## src/rtl/pal_cfg_loader_pkg.sv

```systemverilog
// Shared definitions for the PAL configuration loader: state codes and
// helpers that size the configuration stream from the PAL geometry.
package pal_cfg_pkg;

    typedef logic [2:0] state_t;

    localparam state_t ST_IDLE  = 3'd0;
    localparam state_t ST_FETCH = 3'd1;
    localparam state_t ST_SHIFT = 3'd2;
    localparam state_t ST_CHECK = 3'd3;
    localparam state_t ST_DONE  = 3'd4;
    localparam state_t ST_ERROR = 3'd5;

    // Configuration bits for a PAL with n inputs, m product terms and p outputs:
    // true+complement AND plane plus the OR plane.
    function automatic int default_cfg_bits(input int n, input int m, input int p);
        return 2 * n * m + m * p;
    endfunction

    // Payload bytes needed to carry a stream of the given bit length.
    function automatic int num_bytes(input int bits);
        return (bits + 7) / 8;
    endfunction

endpackage

```

## src/rtl/pal_cfg_loader_if.sv

```systemverilog
// Byte-wide valid/ready feed carrying the PAL bitstream into the loader.
interface pal_cfg_loader_if;

    logic [7:0] din;
    logic       din_valid;
    logic       din_ready;

    modport master (output din, output din_valid, input din_ready);
    modport slave  (input din, input din_valid, output din_ready);

endinterface

```

## src/rtl/pal_cfg_loader_shift_div.sv

```systemverilog
// Shift-rate divider: while run is high it counts 0..SHIFT_DIV-1 and
// raises strobe in the last cycle of each period.
module pal_cfg_shift_div #(
    parameter int SHIFT_DIV = 4
) (
    input  logic clk,
    input  logic res,
    input  logic clr,
    input  logic run,
    output logic strobe
);

    localparam int DW = (SHIFT_DIV > 1) ? $clog2(SHIFT_DIV) : 1;
    localparam logic [DW-1:0] LAST = DW'(SHIFT_DIV - 1);

    logic [DW-1:0] div;

    assign strobe = run && (div == LAST);

    // Period counter; restarts on clear and after every strobe.
    always_ff @(posedge clk) begin
        if (res || clr) begin
            div <= '0;
        end else if (strobe) begin
            div <= '0;
        end else if (run) begin
            div <= div + 1'b1;
        end
    end

endmodule

```

## src/rtl/pal_cfg_loader.sv

```systemverilog
// PAL configuration loader: takes bitstream bytes, shifts them LSB-first
// into the PAL, checks the XOR trailer and raises cfg_apply on a match.
module pal_cfg_loader
    import pal_cfg_pkg::*;
#(
    parameter int CFG_BITS  = default_cfg_bits(8, 26, 7),
    parameter int SHIFT_DIV = 4
) (
    input  logic             clk,
    input  logic             res,
    input  logic             start,
    pal_cfg_loader_if.slave  bus,
    output logic             cfg_bit,
    output logic             cfg_shift,
    output logic             cfg_apply,
    output logic             busy,
    output logic             err
);

    localparam int CW = $clog2(CFG_BITS + 1);
    localparam logic [CW-1:0] LAST_BIT = CW'(CFG_BITS);

    state_t        state;
    logic [7:0]    shreg;
    logic [7:0]    checksum;
    logic [CW-1:0] bitcnt;
    logic [CW-1:0] bitcnt_next;
    logic [2:0]    byte_bit;
    logic          xfer;
    logic          launch;
    logic          shifting;
    logic          div_clr;
    logic          strobe;

    assign launch      = start && ((state == ST_IDLE) || (state == ST_DONE) || (state == ST_ERROR));
    assign bus.din_ready = (state == ST_FETCH) || (state == ST_CHECK);
    assign xfer        = bus.din_valid && bus.din_ready;
    assign shifting    = (state == ST_SHIFT);
    assign div_clr     = launch || ((state == ST_FETCH) && xfer);
    assign bitcnt_next = bitcnt + 1'b1;

    assign cfg_bit   = shreg[0];
    assign cfg_shift = strobe;
    assign cfg_apply = (state == ST_DONE);
    assign err       = (state == ST_ERROR);
    assign busy      = (state == ST_FETCH) || (state == ST_SHIFT) || (state == ST_CHECK);

    pal_cfg_shift_div #(
        .SHIFT_DIV (SHIFT_DIV)
    ) u_div (
        .clk    (clk),
        .res    (res),
        .clr    (div_clr),
        .run    (shifting),
        .strobe (strobe)
    );

    // Load sequencer: fetch a byte, shift it out, repeat, then verify the trailer.
    always_ff @(posedge clk) begin
        if (res) begin
            state    <= ST_IDLE;
            shreg    <= '0;
            checksum <= '0;
            bitcnt   <= '0;
            byte_bit <= '0;
        end else begin
            case (state)
                ST_IDLE, ST_DONE, ST_ERROR: begin
                    if (start) begin
                        state    <= ST_FETCH;
                        checksum <= '0;
                        bitcnt   <= '0;
                        byte_bit <= '0;
                    end
                end
                ST_FETCH: begin
                    if (xfer) begin
                        shreg    <= bus.din;
                        checksum <= checksum ^ bus.din;
                        byte_bit <= '0;
                        state    <= ST_SHIFT;
                    end
                end
                ST_SHIFT: begin
                    if (strobe) begin
                        shreg    <= {1'b0, shreg[7:1]};
                        bitcnt   <= bitcnt_next;
                        byte_bit <= byte_bit + 3'd1;
                        if (bitcnt_next == LAST_BIT) begin
                            state <= ST_CHECK;
                        end else if (byte_bit == 3'd7) begin
                            state <= ST_FETCH;
                        end
                    end
                end
                ST_CHECK: begin
                    if (xfer) begin
                        state <= (bus.din == checksum) ? ST_DONE : ST_ERROR;
                    end
                end
                default: begin
                    state <= ST_IDLE;
                end
            endcase
        end
    end

endmodule

```

## src/flat_wrapper.sv

```systemverilog
// flat-port wrapper written by rule: the top's interface ports become plain ports
module pal_cfg_loader_flat import pal_cfg_pkg::*;
#(
    parameter int CFG_BITS  = default_cfg_bits(8, 26, 7),
    parameter int SHIFT_DIV = 4
)
  (clk, res, start, cfg_bit, cfg_shift, cfg_apply, busy, err, bus_din, bus_din_valid, bus_din_ready);
  pal_cfg_loader_if bus_i ();
  input  logic clk;
  input  logic res;
  input  logic start;
  output logic cfg_bit;
  output logic cfg_shift;
  output logic cfg_apply;
  output logic busy;
  output logic err;
  input wire logic [$bits(bus_i.din)-1:0] bus_din;
  input wire logic [$bits(bus_i.din_valid)-1:0] bus_din_valid;
  output wire logic [$bits(bus_i.din_ready)-1:0] bus_din_ready;
  assign bus_i.din = bus_din;
  assign bus_i.din_valid = bus_din_valid;
  assign bus_din_ready = bus_i.din_ready;
  pal_cfg_loader #(.CFG_BITS(CFG_BITS), .SHIFT_DIV(SHIFT_DIV)) u_core (.clk(clk), .res(res), .start(start), .bus(bus_i), .cfg_bit(cfg_bit), .cfg_shift(cfg_shift), .cfg_apply(cfg_apply), .busy(busy), .err(err));
endmodule
```

## config.mk

```make
export PLATFORM = sky130hd
export DESIGN_NAME = pal_cfg_loader_flat
export DESIGN_NICKNAME = d
export VERILOG_FILES = /design/src/rtl/pal_cfg_loader_pkg.sv /design/src/rtl/pal_cfg_loader_if.sv /design/src/rtl/pal_cfg_loader_shift_div.sv /design/src/rtl/pal_cfg_loader.sv /design/src/flat_wrapper.sv
export SDC_FILE = /design/constraint.sdc
export NUM_CORES = 1
export LEC_CHECK = 0
export ABC_AREA = 1
export BUFFER_PORTS_ARGS = -buffer_cell sky130_fd_sc_hd__buf_2
export CAP_MARGIN = 5
export CORE_UTILIZATION = 40
export DETAILED_ROUTE_END_ITERATION = 12
export GPL_ROUTABILITY_DRIVEN = 0
export GPL_TIMING_DRIVEN = 0
export MAX_ROUTING_LAYER = met4
export PLACE_DENSITY = 0.54
export SKIP_LAST_GASP = 1
export SYNTH_ARGS = -nofsm -noshare
export SYNTH_HDL_FRONTEND = slang
export SYNTH_HIERARCHICAL = 1
export SYNTH_SLANG_ARGS = --single-unit
```

## constraint.sdc

```tcl
create_clock -name clk -period 3.65 [get_ports clk]
set_input_delay 0.5475 -clock clk [delete_from_list [all_inputs] [get_ports clk]]
set_output_delay 0.5475 -clock clk [all_outputs]
set_load 0.01 [all_outputs]
```

==> flow_metrics.py, run 1 <==
metrics = {
    "outcome": {
        "outcome": "finished, final reports clean",
    },
    "worst_setup_path": {
        "worstPathArrival_ps": 1720,
        "cp_max_fo": 14,
        "cp_common_cell": "buf_2",
        "worst_ep_required_time_ps": 3100,
        "worstSetupStartpointType": "flip-flop",
        "path_class": "flip-flop to primary output",
        "path_cells": "inv_2 -> nor3_2 -> buf_2 -> nand2_1 -> inv_1 -> buf_2",
        "slowest_delay_ps": 460,
        "cp_slowest_cell": "dfxtp_1",
        "worstSetupEndpointType": "primary output",
    },
    "timing": {
        "min_period_ps": 2270,
        "fmax_mhz": 440,
        "hold_slack_ps": 469,
        "final.setup_skew_ps": 7.46,
        "setup_tns_ps": 0,
        "finalSetupViolCount": 0,
        "worstMarginPinSlew_ps": 531,
        "rsz0062_at_grt": "false",
        "hold_violations": 0,
        "period_share_pct": 62.2,
        "slew_headroom_pct": 64.6,
        "drv_slew": 0,
    },
    "cts": {
        "cts_root_buffer": "clkbuf_8",
        "cts.repair.resized": 0,
        "clock_path_buffers": 2,
        "cts_hold_buf": 0,
        "htreeDepth": 2,
        "cts.sinks": 34,
        "cts_setup_buffers": 0,
        "cts_tree": "done",
        "clk_pin_slew_ps": 70,
        "clk_latency_ps": 280,
        "cts_buffers": 5,
    },
    "synth": {
        "synth_area_sq_mm": 0.00187,
        "synth_mux_area_share_pct": 0,
        "synthAdderAreaFrac_pct": 3.35,
        "yosys.area.top_type_share_pct": 36.4,
        "synth-simple-area-share_pct": 30.3,
        "synthXorXnorAreaFrac_pct": 4.22,
        "synth.top_cells.by_area": "dfxtp_1 (36%), nand2_1 (15%), a21oi_1 (5.9%)",
        "synth-seq-area-share_pct": 36.4,
        "syn_area_per_cell_sq_um": 7.05,
        "async_reset_ff_share_pct": 0,
        "synth.ff_latch_count": 34,
        "synth_top_family_by_area": "simple AND/OR/NAND/NOR gates",
        "synth_edf_count": 0,
        "synth_cell_type_count": 30,
        "yosysTopAreaCell": "dfxtp_1",
        "synthFlopType": "dfxtp_1",
        "yosysWarnings": 6,
        "syn_nets": 282,
        "synth_cells": 265,
        "synth_compound_area_share_pct": 16.9,
    },
    "detailed_routing": {
        "vias": 1678,
        "drc": 0,
        "via_per_inst": 4.91,
        "post_drt_wl_per_cell_microns": 11.6,
        "wl_met1_microns": 1980,
        "first_iter_violations": 50,
        "wl_met3_microns": 127,
        "ant_nets": 0,
        "wl_met2_microns": 1830,
        "first_pass_iters": 4,
        "wirelength_microns": 3960,
        "top_layer": "met4",
    },
    "global_route": {
        "grt_start_max_net_pins": 15,
        "gr-total-overflow": 0,
        "grt_first_pass_wirelength_microns": 6900,
        "grt.total_usage_pct": 18.1,
        "antenna_found_initial": 0,
        "grt_pass1_vias": 1586,
    },
    "final_layout": {
        "nets": 306,
        "syn_to_final_growth_pct": 12.9,
        "n_fill_cell": 496,
        "antenna_cells": 0,
        "utilization_pct": 47.8,
        "register_area_sq_um": 681,
        "multiInputGateArea_sq_mm": 0.00102,
        "stdcell_count": 342,
        "drive_gt1_share_pct": 18.3,
    },
    "place": {
        "place_hpwl_microns": 2960,
        "dp.cells": 334,
        "portBuffers": 17,
    },
    "die": {
        "num_rows": 24,
        "die_w_microns": 70.3,
        "initial_core_util_pct": 42.3,
        "core_area_sq_mm": 0.00441,
        "die_area_sq_mm": 0.00495,
        "die_h_microns": 70.3,
        "io-pin-count": 18,
    },
    "pwr": {
        "pwr_density_cell_mw_per_mm2": 678,
        "peakVddDrop_mv": 0.374,
        "power_leakage_nw": 0.931,
    },
    "hold_path": {
        "hold_class": "flip-flop to flip-flop",
    },
    "flow_run": {
        "drv_cap": 0,
    },
}
-- per-layer routing --
metal / vias up / global-route usage, %
li1: 904 / -
met1: 751 / 22.0
met2: 21 / 29.3
met3: 2 / 4.91
met4: 0 / 5.33
met5: - / -
-- synth_stat cells, types with 2 or more instances --
master,number
o211a_1,4
a31oi_1,7
dfxtp_1,34
nor2_2,4
buf_6,3
nor3_1,4
a21oi_1,22
nor2_4,4
inv_2,10
nand2_2,2
xnor2_1,4
o21ai_1,13
o21ai_0,5
xor2_1,5
nand2_1,73
clkbuf_1,4
nand3_1,9
nand3b_1,2
o21bai_1,2
nand2_4,2
nor2_1,22
clkinv_1,3
inv_1,16
ha_1,5
-- cells in the final DEF (no fill, tap or decap) --
cell,instances
nor2_1,22
nand3_1,9
o21ai_2,1
xor2_1,5
nand2_4,2
a31oi_1,7
clkbuf_8,6
buf_2,18
a21oi_1,22
nand2_2,2
buf_6,3
nand3b_1,2
nand2_1,73
inv_2,10
xnor2_1,4
ha_1,5
or2_4,1
a2bb2oi_1,1
o21bai_1,2
clkinv_1,3
or2_1,1
clkinv_2,1
o21ai_0,5
nor3_1,4
nor2_2,4
nor2_4,4
nor3_2,1
inv_1,16
dfxtp_1,34
o211a_1,4
clkbuf_1,5
o21ai_1,13
-- state kept, by name, indices dropped and copies added, names as in the netlist --
| signal | count |
|---|---|
| u_core/bitcnt | 10 |
| u_core/checksum | 8 |
| u_core/state | 3 |
| u_core/byte_bit | 3 |
| u_core/shreg | 8 |
| u_core/u_div/div | 2 |
-- path summary, 6_finish.rpt --
check,start,endpoint,slack [ps],depth (start not counted)
min,u_core/byte_bit[1]$_SDFFE_PP0P_,u_core/byte_bit[1]$_SDFFE_PP0P_,470,2
max,u_core/state[1]$_SDFFE_PP0P_,cfg_shift,1380,6
min reg2reg,u_core/byte_bit[1]$_SDFFE_PP0P_,u_core/byte_bit[1]$_SDFFE_PP0P_,470,2
max reg2reg,u_core/state[1]$_SDFFE_PP0P_,u_core/state[2]$_SDFFE_PP0P_,1500,12
-- power breakdown --
group / internal, W / total [W] / switching (W)
clock: 0.000152 / 0.000285 / 0.000133
sequential: 0.000469 / 0.000539 / 0.0000700
combinational: 0.000227 / 0.000605 / 0.000378
-- final cells by class --
class,instances,share of cell area [%]
Buffer,8,2.55
Clock buffer,7,4.09
Clock inverter,1,0.237
Inverter,29,5.16
Multi-Input combinational cell,194,48.6
Sequential cell,34,32.3
Tap cell,52,3.08
Timing Repair Buffer,17,4.03
-- logic make-up after synthesis --
logic type,after synthesis
XOR/XNOR,9
adder cells (fa/ha/maj),5
buffers and inverters,37
AO/OA/AOI/OAI,55
flip-flops,34
AND/OR/NAND/NOR,125
-- worst max-delay path, delay by kind of cell, from the launching register on --
family	cells	cell delay, ps
simple gates	2	300
flops	1	460
buf+inv	4	680
-- per-stage QoR --
step	power [W]	instance area, sq um	worst slack, ps
final	0.00143	2110	1380
after global routing	0.00156	2110	1190
after CTS	0.00145	2110	1330
after detailed placement	0.00116	2020	1480
after global placement	0.00115	2020	1470
after floorplan	0.00101	1870	1830
Power figures use the tool's default switching activity.
==> run 2: changes to the inputs <==
--- a/config.mk
+++ b/config.mk
@@ -13,7 +13,7 @@
 export GPL_ROUTABILITY_DRIVEN = 0
 export GPL_TIMING_DRIVEN = 0
 export MAX_ROUTING_LAYER = met4
-export PLACE_DENSITY = 0.54
+export PLACE_DENSITY = 0.56
 export SKIP_LAST_GASP = 1
 export SYNTH_ARGS = -nofsm -noshare
 export SYNTH_HDL_FRONTEND = slang
==> constraint.sdc (replaced) <==
create_clock -name clk -period 1.8 [get_ports clk]
set_input_delay 0.27 -clock clk [delete_from_list [all_inputs] [get_ports clk]]
set_output_delay 0.27 -clock clk [all_outputs]
set_load 0.01 [all_outputs]
==> run 2 against run 1 <==
Compared with the run above:
- clock skew decreased by 2.5 ps
- die area unchanged
- utilization increased by 4.4 points
- global-route usage up 0.093 points
- clock-buffer cell count stayed put
- via count up 1.7%
- largest power group unchanged
- critical path type is now flip-flop to flip-flop
- sequential cell count is the same
- sequential share of layout area decreased by 2.2 points
==> flow_metrics.py, run 2 (synthesized netlist as in run 1, its figures left out) <==
metrics = {
    "detailed_routing": {
        "post_drt_wl_per_cell_microns": 12.5,
        "via_per_inst": 4.88,
        "vias": 1707,
        "wirelength_microns": 4370,
        "drc": 0,
        "ant_nets": 0,
        "first_pass_iters": 4,
        "first_iter_violations": 78,
    },
    "worst_setup_path": {
        "path_class": "flip-flop to flip-flop",
        "reg2reg_to": "u_core/bitcnt[5]$_SDFFE_PP0P_",
        "crit_cells": 13,
        "worstPathArrival_ps": 1950,
        "r2r-start": "u_core/state[1]$_SDFFE_PP0P_",
        "path_buf_inv": 6,
        "path_cells": "inv_4 -> nor3_4 -> buf_6 -> nand2_2 -> inv_2 -> or2_4 -> nand2_4 -> inv_4 -> nand2_4 -> inv_6 -> buf_6 -> nand3_2 -> a21oi_2",
        "cpLargestDelayFamily": "simple AND/OR/NAND/NOR gates",
        "worst_ep_required_time_ps": 2030,
        "slowest_delay_ps": 390,
        "worstSetupStartpointType": "flip-flop",
        "worstSetupEndpointType": "flip-flop",
        "timing.critical_path.to": "u_core/bitcnt[5]$_SDFFE_PP0P_",
        "cp_max_fo": 5,
        "startpoint": "u_core/state[1]$_SDFFE_PP0P_",
        "r2r_cells": 13,
        "r2r_setup_slack_ps": 80,
        "cp_slowest_cell": "dfxtp_4",
    },
    "timing": {
        "min_period_ps": 1720,
        "drv_slew": 0,
        "final.setup_skew_ps": 5.00,
        "hold_violations": 0,
        "period_share_pct": 95.6,
        "rsz0062_at_grt": "true",
        "worstMarginPinSlew_ps": 666,
        "finalSetupViolCount": 0,
        "fmax_mhz": 581,
        "slew_headroom_pct": 55.6,
        "hold_slack_ps": 178,
    },
    "die": {
        "die_area_sq_mm": 0.00495,
        "num_rows": 24,
        "die_h_microns": 70.3,
        "io-pin-count": 18,
        "initial_core_util_pct": 42.3,
        "die_w_microns": 70.3,
        "core_area_sq_mm": 0.00441,
    },
    "pwr": {
        "power_leakage_nw": 0.982,
        "peakVddDrop_mv": 0.790,
        "pwr_density_cell_mw_per_mm2": 1390,
    },
    "outcome": {
        "outcome": "finished, final reports clean",
    },
    "final_layout": {
        "antenna_cells": 0,
        "layout_commonest_cell": "nand2_1",
        "regMostFlops": "u_core/bitcnt",
        "drive_gt1_share_pct": 29.2,
        "reg.largest.list": "u_core/bitcnt: 10 flops, u_core/checksum: 8 flops, u_core/shreg: 8 flops",
        "mostFrequentLayoutCells": "nand2_1 (68), dfxtp_1 (28), nor2_1 (20)",
        "utilization_pct": 52.2,
        "nets": 314,
        "n_fill_cell": 472,
        "stdcell_count": 350,
        "largest_reg_flops": 10,
        "syn_to_final_growth_pct": 23.4,
    },
    "global_route": {
        "gr-total-overflow": 0,
        "grt_pass1_vias": 1550,
        "grt.total_usage_pct": 18.2,
        "antenna_found_initial": 0,
        "grt_start_max_net_pins": 14,
        "grt_first_pass_wirelength_microns": 6960,
    },
    "cts": {
        "cts_tree": "done",
        "cts_root_buffer": "clkbuf_8",
        "htreeDepth": 2,
        "cts_buffers": 5,
        "clock_path_buffers": 2,
        "clk_latency_ps": 290,
        "cts.sinks": 34,
        "cts_hold_buf": 0,
        "clk_pin_slew_ps": 70,
    },
    "place": {
        "place_hpwl_microns": 2940,
        "portBuffers": 17,
        "dp.cells": 334,
    },
    "hold_path": {
        "hold_class": "input pin to flip-flop",
    },
    "flow_run": {
        "drv_cap": 0,
    },
}
[run 2: worst min-delay path by stage]
stage / start / endpoint / cells past startpoint
after floorplan: res / u_core/bitcnt[2]$_SDFFE_PP0P_ / 1
after global routing: res / u_core/bitcnt[2]$_SDFFE_PP0P_ / 2
after global placement: u_core/byte_bit[1]$_SDFFE_PP0P_ / u_core/byte_bit[1]$_SDFFE_PP0P_ / 2
after detailed placement: u_core/byte_bit[2]$_SDFFE_PP0P_ / u_core/byte_bit[2]$_SDFFE_PP0P_ / 2
final: res / u_core/bitcnt[2]$_SDFFE_PP0P_ / 2
after CTS: res / u_core/bitcnt[2]$_SDFFE_PP0P_ / 2
[run 2: cell type report]
cell class	count	area (sq um)	share of cell area, %
Timing Repair Buffer	24	141	6.13
Inverter	29	121	5.27
Multi-Input combinational cell	195	1130	49.1
Clock buffer	7	86.3	3.75
Sequential cell	34	693	30.1
Buffer	8	60.1	2.61
Tap cell	52	65.1	2.82
Clock inverter	1	5.00	0.217
[run 2: where the power goes]
| group | switching (W) | total [W] | internal (W) |
|---|---|---|---|
| registers | 0.000152 | 0.00111 | 0.000961 |
| clock network | 0.000288 | 0.000597 | 0.000309 |
| logic | 0.000903 | 0.00149 | 0.000591 |
| total | 0.00134 | 0.00320 | 0.00186 |
[run 2: metrics by stage]
step / TNS (ps) / setup WS (ps) / instance area, sq um / total power, W
after floorplan: 0 / 48.4 / 1870 / 0.00206
after global routing: -62.2 / -17.8 / 2300 / 0.00344
after detailed placement: -2940 / -214 / 2020 / 0.00234
after global placement: -3170 / -236 / 2020 / 0.00233
final: 0 / 78.7 / 2300 / 0.00320
after CTS: 0 / 3.91 / 2140 / 0.00299
[run 2: what timing repair did]
action	in CTS	in global routing
setup buffers	1	6
pin swaps	2	11
setup endpoints to repair	22	19
gates resized for setup	6	34
gates cloned	0	2
[run 2: per-layer routing]
metal	up-vias	GRT usage, %	share of wire [%]
met5	-	-	0
met4	0	7.33	1.5
met3	6	3.61	2.7
met2	24	25.7	44
met1	759	25.3	52
li1	918	-	-
